File: config.mk
export PLATFORM = sky130hd
export DESIGN_NAME = reg_writeback_arbiter
export DESIGN_NICKNAME = d
export VERILOG_FILES = /design/src/rtl/reg_writeback_arbiter.sv
export SDC_FILE = /design/constraint.sdc
export NUM_CORES = 1
export LEC_CHECK = 0
export ABC_AREA = 1
export CAP_MARGIN = 10
export CORE_ASPECT_RATIO = 0.6
export CORE_MARGIN = 8
export CORE_UTILIZATION = 30
export CTS_CLUSTER_SIZE = 12
export DETAILED_ROUTE_END_ITERATION = 8
export GPL_ROUTABILITY_DRIVEN = 0
export PLACE_DENSITY_LB_ADDON = 0.12
export SYNTH_ARGS = -nofsm -noshare
export SYNTH_HDL_FRONTEND = slang
export SYNTH_SLANG_ARGS = --single-unit
export TNS_END_PERCENT = 10
File: constraint.sdc
create_clock -name CLK -period 7 [get_ports CLK]
set_input_delay 1.05 -clock CLK [delete_from_list [all_inputs] [get_ports CLK]]
set_output_delay 1.05 -clock CLK [all_outputs]
set_load 0.005 [all_outputs]
File: src/rtl/reg_writeback_arbiter.sv
// Write-side master for the register file: merges single-cycle ALU results and
// FIFO-buffered load results onto one write port, and keeps the load busy scoreboard.
module reg_writeback_arbiter #(
  parameter int XLEN       = 32,
  parameter int NREG       = 32,
  parameter int FIFO_DEPTH = 4,
  localparam int RW        = $clog2(NREG),
  localparam int PW        = $clog2(FIFO_DEPTH)
) (
  input  logic            CLK,
  input  logic            RST,
  input  logic            alu_valid,
  input  logic [RW-1:0]   alu_rd,
  input  logic [XLEN-1:0] alu_data,
  output logic            alu_ready,
  input  logic            ld_issue,
  input  logic [RW-1:0]   ld_issue_rd,
  input  logic            ld_valid,
  input  logic [RW-1:0]   ld_rd,
  input  logic [XLEN-1:0] ld_data,
  output logic            ld_ready,
  output logic            wb_we,
  output logic [RW-1:0]   wb_rd,
  output logic [XLEN-1:0] wb_data,
  output logic [NREG-1:0] busy,
  output logic [PW:0]     fifo_count,
  output logic            waw_err
);

  typedef struct packed {
    logic [RW-1:0]   rd;
    logic [XLEN-1:0] data;
  } ent_t;

  ent_t            mem [FIFO_DEPTH];
  logic [PW-1:0]   head, tail;
  logic            full, empty, push, pop, take_alu, sel_vld, waw_hit;
  ent_t            sel;
  logic [NREG-1:0] busy_nxt;

  assign full      = (fifo_count == (PW+1)'(FIFO_DEPTH));
  assign empty     = (fifo_count == '0);
  assign ld_ready  = !full;
  assign alu_ready = !full;
  assign push      = ld_valid && !full;
  // A full FIFO pre-empts the ALU so memory returns can never deadlock.
  assign pop       = full || (!alu_valid && !empty);
  assign take_alu  = alu_valid && !full;
  assign sel_vld   = pop || take_alu;

  always_comb begin
    sel = '{rd: alu_rd, data: alu_data};
    if (pop) sel = mem[head];
  end

  // Clear before set so a same-cycle reissue of the popped rd stays busy.
  always_comb begin
    busy_nxt = busy;
    if (pop) busy_nxt[sel.rd] = 1'b0;
    if (ld_issue) busy_nxt[ld_issue_rd] = 1'b1;
    busy_nxt[0] = 1'b0;
  end

  assign waw_hit = (take_alu && alu_rd != '0 && busy[alu_rd]) ||
                   (push && ld_rd != '0 && !busy[ld_rd]);

  always_ff @(posedge CLK) begin
    if (RST) begin
      wb_we      <= 1'b0;
      wb_rd      <= '0;
      wb_data    <= '0;
      busy       <= '0;
      fifo_count <= '0;
      head       <= '0;
      tail       <= '0;
      waw_err    <= 1'b0;
      for (int i = 0; i < FIFO_DEPTH; i++) mem[i] <= '0;
    end else begin
      wb_we <= sel_vld && (sel.rd != '0);
      if (sel_vld && sel.rd != '0) begin
        wb_rd   <= sel.rd;
        wb_data <= sel.data;
      end
      busy <= busy_nxt;
      if (push) begin
        mem[tail] <= '{rd: ld_rd, data: ld_data};
        tail      <= tail + PW'(1);
      end
      if (pop) head <= head + PW'(1);
      case ({push, pop})
        2'b10:   fifo_count <= fifo_count + (PW+1)'(1);
        2'b01:   fifo_count <= fifo_count - (PW+1)'(1);
        default: fifo_count <= fifo_count;
      endcase
      if (waw_hit) waw_err <= 1'b1;
    end
  end

endmodule

==> run metrics <==
status completed; setup violators final 0; minimum clock period 4.23 ns; CTS tree yes; die height 164 um; DRT antenna net count 0; top cells by area, synth edfxtp_1 41%, dfxtp_1 15%, nand2_1 11%; Routed WL 35900 um; worst path required time 7.02 ns; dpl cell area 12900 um2; Mean Syn Cell Area 7.87 um2; CTS Buf Count 25; initial antenna violation count 1; All-Layer GR Usage 0.164; Fin. Hold Viols 0; RSZ-0062 raised after global routing false; post-cts resize count 0; Starting Density 0.302; most frequent cells in the layout 330 x nand2_1, 312 x nor2_1, 167 x inv_1; port bufs 158; Seq/Total Area, Yosys 0.554; first-pass GRT wire length 54600 um; post-DR wirelength/cell 17.9 um; CTS Buffer Depth 3; clock root buffer clkbuf_16; most common cell after layout, fill and taps aside nand2_1; dpl hpwl 23200 um; Row Count 54; die width 262 um; final instance area 13700 um2; Worst Tran Pin Value 1.01 ns; I/O pins 160; fmax 0.236 GHz; gr ovfl total 0; yosys warns 0; Critical Path Start Type input pin; Clock Latency Late Sink 0.52 ns; post-synth cell types 30; fin. max-slew vios 0; pin count of the biggest net entering global routing 76; postcts setup bufs 0; crit path DAT 4.25 ns; Vias 9359; Final Core Density 0.380; worst setup margin 2.77 ns; syn nets 1468; die area 42800 um2; vias in the first global route 8804; CP Capture Type register; Area Overhead vs Synth 25.7%; Hold-fix buffers, CTS 0; htree depth 1; area share of the largest cell type after synthesis 0.408; CTS clock-pin slew for the worst setup and hold paths 0.06 ns; Mapped Area 10900 um2; Setup Crit Path Kind in -> reg; largest area contributor in the netlist edfxtp_1; Slew Limit Headroom 0.322; Main synth FF type edfxtp_1; number of synthesized register bits 227; Final Net Count 1595; Max IR drop VDD 0.162 mV; DRC 0; Vias/cell 4.67; critical-path maximum fanout 39; Iter 0 DRT Violations 861; core area 36000 um2; CTS sink count 227; Max-Cap Viols 0; ratio of cells with drive above 1 in the final layout 0.0465; post-synthesis async set-or-reset flop share 0; Hold WC Path Type reg -> reg; Layout Skew 0.00930 ns; fin crit share 0.604; pwr dens 346 nW/um2; EDFF count, synth 148; DR pass1 iterations 6; final setup TNS 0 ns; Mapped Cells 1382; WHS 0.463 ns; Placement Setup Slack 2.21 ns; P_leak 5.53 nW
==> path summary, 6_finish.rpt <==
kind,cells past startpoint,startpoint,end,slack (ns)
worst max-delay path,8,RST,mem[0][22],2.77
worst min register to register,2,wb_rd[1],wb_rd[1],0.46
worst min-delay path,2,wb_rd[1],wb_rd[1],0.46
worst max register to register,9,fifo_count[0],mem[0][22],3.08
==> worst max-delay path, cell delays in order <==
cell             delay [ns]
clkdlybuf4s50_1        0.45
buf_4                  0.39
nor2_1                 0.12
inv_1                  0.07
buf_4                  0.45
nor2_1                 0.13
nand2_2                0.70
nand2_2                0.84
==> synthesized netlist by cell type, drive strengths merged (2+ instances only) <==
| master | n |
|---|---|
| o211ai | 3 |
| edfxtp | 148 |
| a41oi | 2 |
| clkbuf | 45 |
| a21oi | 43 |
| nand3 | 53 |
| nor3 | 10 |
| o22ai | 32 |
| o21ai | 108 |
| inv | 169 |
| dfxtp | 79 |
| nand2 | 339 |
| buf | 28 |
| nor2 | 317 |
==> kinds of logic after synthesis <==
logic type / Yosys count / synth area share
AOI/OAI and AO/OA: 190 / 0.0929
adders and majority gates: 2 / 0.00299
buffers and inverters: 243 / 0.0892
DFF: 227 / 0.554
other: 1 / 0.000345
and+or+nand+nor: 719 / 0.261
==> state kept, by name, indices dropped and copies added (netlist names), named ones only <==
name	cells
waw_err	1
fifo_count	3
mem	148
head	2
tail	2
wb_data	32
wb_rd	5
wb_we	1
busy	31
==> metrics by stage <==
step	power [mW]	std cells
floorplan	2.79	1382
global placement	3.46	1958
detailed placement	3.47	1958
CTS	4.80	2003
global route	5.07	2004
finish	4.74	2004
==> power breakdown <==
group          switching [mW]  total [mW]  internal, mW
registers              0.0844        1.73          1.64
clock network           0.542        1.31         0.773
logic                    1.13        1.70         0.566
==> layout make-up <==
class                           instances  area [um2]
Multi-Input combinational cell        912        3930
Tap cell                              476         596
Clock buffer                           37         711
Antenna cell                            1        2.50
Fill cell                            3771       22300
Inverter                              170         638
Timing Repair Buffer                  173        1690
Clock inverter                          8        87.6
Sequential cell                       227        6030
==> layer usage <==
layer | vias to the layer above | routed length (um) | global-route usage | share of wire
met5 | - | 0 | 0 | 0
met4 | 0 | 444 | 0.0269 | 0.012
met3 | 32 | 2360 | 0.0279 | 0.066
met2 | 263 | 15100 | 0.237 | 0.42
met1 | 4424 | 18000 | 0.254 | 0.50
li1 | 4640 | - | - | -
No activity file was read; power rests on OpenSTA's default activity.
==> edit, RTL diff (config.mk and constraints unchanged) <==
Put one more register stage on the output `waw_err`, cleared by the reset. The value now appears one clock later. The other outputs are not delayed to match.
--- a/src/rtl/reg_writeback_arbiter.sv
+++ b/src/rtl/reg_writeback_arbiter.sv
@@ -32,4 +32,6 @@
     logic [XLEN-1:0] data;
   } ent_t;
+
+  logic waw_err_s0;
 
   ent_t            mem [FIFO_DEPTH];
@@ -74,5 +76,5 @@
       head       <= '0;
       tail       <= '0;
-      waw_err    <= 1'b0;
+      waw_err_s0 <= 1'b0;
       for (int i = 0; i < FIFO_DEPTH; i++) mem[i] <= '0;
     end else begin
@@ -93,5 +95,13 @@
         default: fifo_count <= fifo_count;
       endcase
-      if (waw_hit) waw_err <= 1'b1;
+      if (waw_hit) waw_err_s0 <= 1'b1;
+    end
+  end
+
+  always_ff @(posedge CLK) begin
+    if (RST) begin
+      waw_err <= '0;
+    end else begin
+      waw_err <= waw_err_s0;
     end
   end
Function: changed (Yosys sat finds a counterexample within 4 cycles, from zero or initial values and one cycle with RST high).
==> edit against the original RTL <==
- combinational power is 4% higher
- utilization increased by 0.13 points
- maximum frequency grew 23%
- sequential cell count rose by 1
- worst setup slack gained 790 ps
- sequential share of layout area down 0.083 points
- area after synthesis is 0.31% higher
- non-clock buffer count up 3
- final cell count rose by 0.30%
- design area rose by 0.52%
- routed wire length is 0.57% higher
- total power up 2.3%
- critical path type unchanged
- largest power group unchanged
- highest routed layer unchanged
==> edit: results (changes against the original RTL) <==
Run status
  • Status: finished clean

Route
  • DRT Pass-1 Iters: 5 (-1)
  • Met2 Wirelength: 15.6 mm (+3.4%)
  • Routed length on met1: 17.5 mm (-2.7%)
  • Met3 Routed Length: 2.48 mm (+4.9%)
  • Vias: 9402 (+0.46%)

Logic synthesis
  • Syn_nets: 1470 (+0.14%)
  • Netlist cell types: 31 (+3.3%)
  • Adder-Cell Fraction of Synth Area: 0.298% (-0.00093 points)
  • Sequential-to-total area share from yosys stat: 55.4% (about the same)
  • Synth Area in Compound Gates: 9.24% (-0.052 points)

Clock network
  • Clk_lat worst skew: 540 ps (+20 ps)

GRT
  • Initial antenna violation count: 0 (-1)
  • GRT Util Overall: 16.4% (about the same)
  • Grt met2 use: 24.9% (+1.3 points)
  • Largest net degree at the start of global routing: 77 (+1.3%)
  • M3 GR Usage: 3.15% (+0.36 points)

Pwr
  • Combinational share of power: 36.2% (+0.4 points)
  • Clock network power share: 27.4% (-0.3 points)
  • LEAKAGE: 0.00557 uW (+0.71%)
  • Sw frac: 36.9% (-0.24 points)

Min path
  • Hold path startpoint: waw_err_s0
  • Worst Hold Endpoint: waw_err

Critical path
  • Reg-to-reg slack, setup: 4010 ps (+930 ps)
  • Worst Path Max Fanout: 69 (+77%)
  • Slowest cell delay on critical path: 720 ps (-120 ps)
  • Worst r2r path cells: 13 (+4)
  • Critical path startpoint: alu_valid

Placement
  • DP HPWL: 23.7 mm (+2.2%)
edit: worst register-to-register path, stage by stage (launching register included):
cell and delay (ps):
dfxtp_1 400, nor2_2 80, nand2_2 100, nand2_1 100
nand2_2 720, nand2_1 150, nand2_2 180, nand2_2 80
nor2_4 120, nand2_2 90, nand2_4 560, inv_1 150
nor2_1 120, nor2_1 50
edit: cell type report:
class | instances | area, um^2
tap | 476 | 596
timing repair buffer | 176 | 1720
inverter | 167 | 627
sequential | 228 | 6050
clock inverter | 13 | 115
fill | 3799 | 22300
multi-input combinational | 917 | 3950
clock buffer | 33 | 698
edit: through the flow:
| stage | total power, uW | cell area, um^2 | hold WS [ps] | instances |
|---|---|---|---|---|
| 2_1_floorplan | 2840 | 10900 | 410 | 1384 |
| 5_1_grt | 5190 | 13800 | 490 | 2010 |
| 6_report | 4850 | 13800 | 448 | 2010 |
| 4_1_cts | 4920 | 13800 | 451 | 2010 |
| 3_3_place_gp | 3570 | 12900 | 450 | 1964 |
| 3_5_place_dp | 3570 | 12900 | 443 | 1964 |
